$ cat src/rtl/disp_arb_pkg.sv
// Shared definitions for the display arbiter.
// Contents:
//   DATA_W  - width of one requester's display word (four hex digits)
//   OWNER_W - width of the owner index output
//   state_t - arbiter FSM state encoding
package disp_arb_pkg;

  localparam int DATA_W  = 16;
  localparam int OWNER_W = 3;

  typedef enum logic [1:0] {
    ST_IDLE = 2'd0,
    ST_OWN  = 2'd1,
    ST_GAP  = 2'd2
  } state_t;

endpackage

$ cat src/rtl/rr_picker.sv
// Round-robin picker: finds the first active request starting one position
// after last_owner and wrapping around.
// Ports:
//   req        - request vector, one bit per requester
//   last_owner - index of the most recent owner (lowest priority)
//   found      - high when any request is active
//   idx        - index of the winning requester (valid when found)
module rr_picker
  import disp_arb_pkg::*;
#(
  parameter int NUM_REQ = 4
) (
  input  logic [NUM_REQ-1:0] req,
  input  logic [OWNER_W-1:0] last_owner,
  output logic               found,
  output logic [OWNER_W-1:0] idx
);

  logic [3:0]         start;
  logic [NUM_REQ-1:0] rot;
  logic [3:0]         pos;

  // Rotating a doubled copy of req puts the highest-priority requester at
  // bit 0, so a plain lowest-set-bit search gives round-robin order.
  assign start = {1'b0, last_owner} + 4'd1;
  assign rot   = NUM_REQ'({req, req} >> start);

  // Lowest set bit of the rotated vector, mapped back to a requester index.
  // start + j never exceeds 2*NUM_REQ-1, so one subtraction wraps it.
  always_comb begin
    found = 1'b0;
    idx   = '0;
    pos   = '0;
    for (int j = 0; j < NUM_REQ; j++) begin
      if (!found && rot[j]) begin
        found = 1'b1;
        pos   = start + 4'(j);
        if (pos >= 4'(NUM_REQ)) begin
          pos = pos - 4'(NUM_REQ);
        end
        idx = pos[OWNER_W-1:0];
      end
    end
  end

endmodule

$ cat src/rtl/display_arbiter.sv
// Shares the 4-digit seven-segment display between NUM_REQ requesters using
// round-robin arbitration with a guaranteed minimum hold time per owner and
// a one-cycle gap between owners.
// Ports:
//   clk       - system clock
//   rst       - synchronous, active-high reset
//   req       - per-requester level-sensitive display request
//   data_flat - requester i display word at [16*i+15:16*i]
//   gnt       - one-hot grant, all-zero when nobody owns the display
//   owner     - index of the current or last owner
//   busy      - high while owning or in the gap between owners
//   disp_data - registered word for the seven-segment driver
module display_arbiter
  import disp_arb_pkg::*;
#(
  parameter int                NUM_REQ     = 4,
  parameter int                HOLD_CYCLES = 50000000,
  parameter int                CNT_W       = 26,
  parameter logic [DATA_W-1:0] IDLE_VALUE  = 16'h0000
) (
  input  logic                      clk,
  input  logic                      rst,
  input  logic [NUM_REQ-1:0]        req,
  input  logic [DATA_W*NUM_REQ-1:0] data_flat,
  output logic [NUM_REQ-1:0]        gnt,
  output logic [OWNER_W-1:0]        owner,
  output logic                      busy,
  output logic [DATA_W-1:0]         disp_data
);

  state_t             state;
  logic [CNT_W-1:0]   cnt;
  logic [OWNER_W-1:0] last_owner;

  logic               pick_found;
  logic [OWNER_W-1:0] pick_idx;
  logic [DATA_W-1:0]  win_data;
  logic [DATA_W-1:0]  owner_data;
  logic               owner_req;
  logic [NUM_REQ-1:0] win_onehot;
  logic               others_req;
  logic               min_met;

  rr_picker #(
    .NUM_REQ(NUM_REQ)
  ) u_picker (
    .req       (req),
    .last_owner(last_owner),
    .found     (pick_found),
    .idx       (pick_idx)
  );

  // Select the winner's and the current owner's data and request bits with
  // compare-based muxes, so indices narrower than OWNER_W never appear.
  always_comb begin
    win_data   = '0;
    owner_data = '0;
    owner_req  = 1'b0;
    win_onehot = '0;
    for (int i = 0; i < NUM_REQ; i++) begin
      if (pick_idx == OWNER_W'(i)) begin
        win_data      = data_flat[DATA_W*i +: DATA_W];
        win_onehot[i] = 1'b1;
      end
      if (owner == OWNER_W'(i)) begin
        owner_data = data_flat[DATA_W*i +: DATA_W];
        owner_req  = req[i];
      end
    end
  end

  // While owning, gnt is exactly the owner's bit, so masking with it leaves
  // only competing requests.
  assign others_req = |(req & ~gnt);
  assign min_met    = (cnt == CNT_W'(HOLD_CYCLES - 1));

  // Arbiter FSM. IDLE and GAP share the arbitration step; GAP always lasts a
  // single cycle, so gnt never moves directly between two requesters.
  always_ff @(posedge clk) begin
    if (rst) begin
      state      <= ST_IDLE;
      gnt        <= '0;
      owner      <= '0;
      busy       <= 1'b0;
      disp_data  <= IDLE_VALUE;
      cnt        <= '0;
      last_owner <= OWNER_W'(NUM_REQ - 1);
    end else begin
      case (state)
        ST_IDLE, ST_GAP: begin
          if (pick_found) begin
            state      <= ST_OWN;
            gnt        <= win_onehot;
            owner      <= pick_idx;
            last_owner <= pick_idx;
            disp_data  <= win_data;
            cnt        <= '0;
            busy       <= 1'b1;
          end else begin
            state     <= ST_IDLE;
            gnt       <= '0;
            busy      <= 1'b0;
            disp_data <= IDLE_VALUE;
          end
        end
        ST_OWN: begin
          // Live update while the owner still requests; frozen otherwise.
          if (owner_req) begin
            disp_data <= owner_data;
          end
          if (!min_met) begin
            cnt <= cnt + CNT_W'(1);
          end
          if (min_met && (!owner_req || others_req)) begin
            state <= ST_GAP;
            gnt   <= '0;
            busy  <= 1'b1;
          end
        end
        default: begin
          state <= ST_IDLE;
          gnt   <= '0;
          busy  <= 1'b0;
        end
      endcase
    end
  end

endmodule

$ cat config.mk
export PLATFORM = sky130hd
export DESIGN_NAME = display_arbiter
export DESIGN_NICKNAME = d
export VERILOG_FILES = /design/src/rtl/disp_arb_pkg.sv /design/src/rtl/rr_picker.sv /design/src/rtl/display_arbiter.sv
export SDC_FILE = /design/constraint.sdc
export NUM_CORES = 1
export LEC_CHECK = 0
export BUFFER_PORTS_ARGS = -buffer_cell sky130_fd_sc_hd__buf_2
export CORE_MARGIN = 5
export CORE_UTILIZATION = 35
export DETAILED_ROUTE_END_ITERATION = 10
export HOLD_SLACK_MARGIN = 0.03
export SLEW_MARGIN = 20
export SYNTH_ARGS = -nofsm -noshare
export SYNTH_HDL_FRONTEND = slang
export SYNTH_HIERARCHICAL = 1
export SYNTH_SLANG_ARGS = --single-unit
$ cat constraint.sdc
create_clock -name clk -period 2.92 [get_ports clk]
set_clock_uncertainty 0.15 [all_clocks]
set_input_delay 0.584 -clock clk [delete_from_list [all_inputs] [get_ports clk]]
set_output_delay 0.584 -clock clk [all_outputs]
set_load 0.01 [all_outputs]
; Word level (Yosys, flattened, before mapping)
; Cells that the tools add are included.
[word_totals]
regBits = 55
inputBits = 70
output_inout_bits = 24
word_cells = 97
[classes]
addsub = 9
order_cmp = 4
n_eq_ne = 13
n_shift = 1
n_mux = 43
bitwise_logic = 2
reduce_logical = 18
[ops]
columns = op, n
row1 = 16-bit two-way mux, 10
row2 = 26-bit two-way mux, 2
row3 = 26-bit case mux with 2 select lines, 1
row4 = 16-bit case mux with 2 select lines, 1
row5 = "26-bit by 1-bit adder with 26-bit output, second input constant", 1
row6 = "26-bit == test, second input constant", 1
row7 = 3-bit two-way mux, 8
row8 = "4-bit by 3-bit >= comparator with 1-bit output, second input constant", 4
row9 = 1-bit two-way mux, 15
row10 = "3-bit by 2-bit == test with 1-bit output, second input constant", 4
row11 = "3-bit subtractor, second input constant", 4
row12 = "4-bit by 2-bit adder with 4-bit output, second input constant", 2
row13 = 4-bit two-way mux, 2
row14 = "2-bit inequality test, second input constant", 4
row15 = 4-bit case mux with 2 select lines, 1
row16 = 8-bit by 4-bit >> shifter with 4-bit output, 1
row17 = "3-bit by 1-bit == test with 1-bit output, second input constant", 2
row18 = 3-bit logical NOT, 2
row19 = "3-bit by 1-bit adder with 4-bit output, second input constant", 1
row20 = "4-bit by 1-bit adder with 4-bit output, second input constant", 1
row21 = 4-bit AND, 1
row22 = 1-bit logical AND, 4
row23 = 1-bit logical NOT, 4
row24 = 4-bit inverter, 1
row25 = 12 further kinds, 13

; Longest topological paths before layout
[logic_depth]
depth_word = 19
depth_mapped = 13
ltp_nobuf = 10

; By module
; Netlist, hierarchy kept.
[by_module_without_submodules]
columns = module, n_inst, cells_each, area_per_inst_um2, seq_area_each_um2
row1 = display_arbiter, 1, 378, 3425.8, 1081.0
row2 = rr_picker, 1, 56, 440.4, 0.0

; Least setup slack after synthesis
; OpenSTA, ideal clock, no wires.
[synth_path]
path_kind = reg2reg
start = register last_owner[0]
end = register disp_data[0]
setup_time_ns = 0.086
arrival_time_ns = 2.798
required_time_ns = 2.684
slack_ns = -0.114
stages_incl_launch_ff = 14
n_path_buf = 3
period_less_slack_ns = 3.034
path_cell_list = dfxtp_1 > buf_6 > buf_4 > inv_1 > ha_1 > inv_1 > ha_1 > mux2_1 > a31oi_1 > o32ai_1 > nor3b_2 > clkbuf_1 > a2bb2oi_1 > a211oi_1
[synth_via]
elab_chain_len = 19
elab_cells_between_ends = 41
classes_between = add/sub (8) / order compare (4) / eq/ne (3) / shift (1) / mux (18) / reduce/logical (7)
[synth_lines]
columns = element, line
row1 = start: declaration, display_arbiter.sv:33  ; logic [OWNER_W-1:0] last_owner;
row2 = start signal: assignment, display_arbiter.sv:87  ; last_owner <= OWNER_W'(NUM_REQ - 1);
row3 = start signal: assignment, display_arbiter.sv:95  ; last_owner <= pick_idx;
row4 = 3-bit by 1-bit adder with 4-bit output *, rr_picker.sv:25  ; assign start = {1'b0, last_owner} + 4'd1;
row5 = "parallel branches: the longest is 10 deep, another holds 4-bit by 1-bit adder with 4-bit output", n/a
row6 = 3-bit two-way mux *, rr_picker.sv:35  ; if (!found && rot[j]) begin
row7 = via pick_idx[2], display_arbiter.sv:36  ; logic [OWNER_W-1:0] pick_idx;
row8 = 3-bit logical NOT, display_arbiter.sv:61  ; if (pick_idx == OWNER_W'(i)) begin
row9 = 16-bit two-way mux (3 in series), display_arbiter.sv:61
row10 = 16-bit two-way mux *, display_arbiter.sv:61
row11 = 16-bit two-way mux *, display_arbiter.sv:91  ; if (pick_found) begin
row12 = 16-bit case mux with 2 select lines *, display_arbiter.sv:89  ; case (state)
row13 = end signal: assignment, display_arbiter.sv:96  ; disp_data <= win_data;
row14 = end signal: assignment, display_arbiter.sv:109  ; disp_data <= owner_data;
row15 = end: declaration, display_arbiter.sv:28  ; output logic [DATA_W-1:0] disp_data
; Mark *: on every way through the listed nets, which the timed path passes.
; A chain may end at the register's enable or synchronous reset.

; Final worst setup path
; Ends and elaborated chain as after synthesis.

==> run summary <==
OUTCOME
----------------------------------------------------------------------------------
Status                                                                finished, final reports clean

GRT
----------------------------------------------------------------------------------
Maximum number of pins on one net before global-route repair                    35
Remaining global-route overflow                                                  0
GRT Overall Usage                                                            16.9%
Via count of the first global-routing pass                                    3818
Initial antenna violation count                                                  0
Wire length of the first global-routing pass                               18.4 mm

CRITICAL PATH
----------------------------------------------------------------------------------
Worst R2R End                                                         disp_data[0]
Data arrival, critical path                                                2.76 ns
Crit-path leading delay family                                        compound AO/OA/AOI/OAI gates
Origin of the critical flop-to-flop path                              last_owner[0]
Kind of critical path                                                      reg2reg
Capturing element type of the critical path                               register
Count of buffer and inverter cells on the critical path                          3
Reg-to-reg slack, setup                                                    0.23 ns
Critical path data required time                                           2.98 ns
CP startpoint kind                                                        register
Register-to-Register Path Depth                                                 11
Largest stage delay on the critical path                                   0.44 ns
Cell at the slowest stage of the critical path                             dfxtp_4
Worst path cell trace                                                 inv_1 -> ha_1 -> inv_1 -> ha_1 -> mux2_1 -> a31oi_1 -> o32ai_2 -> nor3b_2 -> buf_12 -> a2bb2oi_1 -> a211oi_1
Max Fanout on Critical Path                                                     16

LOGIC SYNTHESIS
----------------------------------------------------------------------------------
Synthesized flop and latch total                                                54
Unique cell type count in the Yosys netlist                                     71
Cell types with the highest counts after synthesis                    dfxtp_1 (54), nor2_1 (40), nand2_1 (30)
Synth Area per Inst                                                       8.91 µm²
Netlist area before placement                                             3870 µm²
Share of synthesized area occupied by flip-flops and latches                 28.0%
Top cell type's share of synthesized area                                    28.0%
Number of synthesized flops with an enable pin                                   0
Cell type with the highest aggregate area in the netlist                   dfxtp_1
Post-synth net total                                                           509
FFs w/ async S/R, synth                                                         0%
Syn. warnings                                                                    6
Number of cells produced by synthesis                                          434
Dominant cells by area after synthesis                                dfxtp_1 (28%), mux4_2 (9.9%), mux2_2 (4.7%), nor2_1 (3.9%), a2bb2oi_1 (3.9%)
Most common cell in the netlist                                            dfxtp_1
Top flip-flop cell by instance count after synthesis                       dfxtp_1

PLACE
----------------------------------------------------------------------------------
Post-Place Worst Slack                                                  -0.0277 ns
Area post-placement                                                       4580 µm²
Estimated wirelength of the detail-placed design                           8.53 mm
Placer Congestion                                                            0.827
PortBufs                                                                        93

FLOORPLANNING
----------------------------------------------------------------------------------
Core Rows                                                                       38
Height of the die                                                           115 µm
Ports placed on the boundary                                                    94
Total Die Area                                                           13200 µm²
Starting Density                                                             35.7%
Placeable Area                                                           10800 µm²
Floorplan die width                                                         115 µm

STA
----------------------------------------------------------------------------------
Unrepaired setup endpoints after global routing                              false
Relative slew slack                                                          47.7%
Fin. Hold Viols                                                                  0
Final period utilization                                                     92.3%
Maximum achievable frequency                                               371 MHz
Total Neg Setup Slack                                                         0 ns
Max Slew Vio Count                                                               0
Hold Worst Slack                                                          0.344 ns
Minimum clock period                                                       2.69 ns
Minimum setup slack in the final design                                   0.226 ns
Setup violators final                                                            0
Actual transition at the worst max-transition pin                         0.781 ns

CLOCK NETWORK
----------------------------------------------------------------------------------
Insertion delay to the later sink of the worst-skew pair                   0.30 ns
Clock root cell                                                           clkbuf_8
H-tree Lvls                                                                      2
Number of clock sinks seen by CTS                                               54
Setup fix buffers added after clock tree synthesis                               0
Clk slew on worst S/H paths                                                0.09 ns
TritonCTS clock tree                                                         built
Num CTS Buffers                                                                  5
Deepest clock path buffer count                                                  2

PWR
----------------------------------------------------------------------------------
Worst IR Drop VDD                                                           423 µV
Leak pwr                                                                   1.89 nW
Total power divided by cell area                                        958 nW/µm²
Total power of the final layout                                            4.47 mW

LAYOUT
----------------------------------------------------------------------------------
N_diodes                                                                         0
Layout-stage area growth over the synthesis result                           20.6%
Share of final-layout standard cells stronger than drive strength 1          34.0%
Final standard cell area without fillers                                  4660 µm²
Number of fill cells                                                          1083
Number of nets at the end of the flow                                          602

MIN PATH
----------------------------------------------------------------------------------
Hold path depth                                                                  2
Hold EP                                                                    cnt[23]
Hold_sp                                                                    cnt[23]
Hold crit path type                                                        reg2reg

DRT
----------------------------------------------------------------------------------
Routed length per instance                                                 17.1 µm
DRC violation count after routing                                                0
Post-DR vias/cell                                                             5.73
Overall routed net length                                                  11.4 mm
TritonRoute pass-1 iters                                                         4
Routed vias                                                                   3818
Number of antenna-violating nets in the routed design                            0
Iter 0 DRT Violations                                                          166

FLOW RUN
----------------------------------------------------------------------------------
Max-cap viol count                                                               0

==> layer usage <==
metal / wire length [µm] / vias to the layer above / GRT usage, %
met5: 0 / - / 0
met4: 199 / 0 / 5.01
met3: 514 / 16 / 2.95
met2: 5870 / 102 / 30.5
met1: 4820 / 1844 / 20.5
li1: - / 1856 / -
==> area by class of cell <==
class,instances,area [µm²],share of cell area (%)
Multi-Input combinational cell,340,2600,55.7
Inverter,8,30.0,0.644
Clock buffer,6,82.6,1.77
Timing Repair Buffer,118,691,14.8
Sequential cell,54,1090,23.3
Tap cell,140,175,3.76
==> worst reg2reg max path: cells and delay by family (launching register included) <==
kind                     cells  cell delay, ns
AO/OA/AOI/OAI                4            0.65
adder cells (fa/ha/maj)      2            0.51
buffers and inverters        3            0.30
flip-flops                   1            0.44
multiplexers                 1            0.29
AND/OR/NAND/NOR              1            0.27
==> sequential cells by signal, summed over array words and instances, names as in the netlist <==
name	flops
gnt	4
disp_data	16
cnt	26
owner	3
state	2
last_owner	2
busy	1
==> what timing repair did <==
item                                    4_1_cts  5_1_grt
gates resized for setup                       1        2
endpoints found under the setup margin       15       23
hold buffers                                  0        0
hold endpoints to repair                      0        0
cloned                                        0        0
pin swaps                                     0        0
==> report_power, final <==
group	total (mW)	internal, mW	switching (mW)	leakage, nW
clock	0.427	0.184	0.243	0.0431
sequential	1.04	0.895	0.143	0.441
combinational	3.00	1.51	1.49	1.41
total	4.47	2.59	1.88	1.89
==> placed cells by master (no fill, tap or decap), drive strengths merged, types with 3 or more instances in the layout <==
cell and instances:
or3 13, buf 118, nand2 30, dfxtp 54
and2 4, nand3 15, and4 6, a31o 3
inv 8, nor4 3, o21ai 26, a211oi 19
a2bb2oi 17, o211ai 3, and3 6, mux4 17
a31oi 6, ha 5, o22ai 19, xor2 6
or4 3, a21oi 18, clkbuf 6, nand2b 8
mux2 17, mux2i 8, nor2 40, nand3b 3
nor4b 3, nand4 7, nor3b 3
==> worst max-delay path by stage <==
stage / slack, ns / from / depth (start not counted) / endpoint
2_1_floorplan: 0.02 / last_owner[0] / 13 / disp_data[0]
3_3_place_gp: 0.07 / last_owner[0] / 11 / disp_data[1]
3_5_place_dp: -0.03 / last_owner[0] / 11 / disp_data[0]
4_1_cts: 0.01 / last_owner[1] / 10 / disp_data[0]
5_1_grt: 0.008 / last_owner[1] / 10 / disp_data[12]
6_report: 0.23 / last_owner[0] / 11 / disp_data[0]
==> kinds of logic after synthesis <==
group / after synthesis / share of synthesized area, %
buffers and inverters: 40 / 5.47
adders and majority gates: 5 / 1.62
DFF: 54 / 28.0
and+or+nand+nor: 154 / 21.9
xor gates and xnor gates: 6 / 1.36
AOI/OAI and AO/OA: 133 / 24.5
muxes: 42 / 17.1
==> through the flow <==
step / instances / util, %
2_1_floorplan: 434 / -
3_3_place_gp: 660 / 42.1
3_5_place_dp: 660 / 42.2
4_1_cts: 666 / 43.0
5_1_grt: 666 / 43.0
6_report: 666 / 43.0
Power figures use the tool's default switching activity.
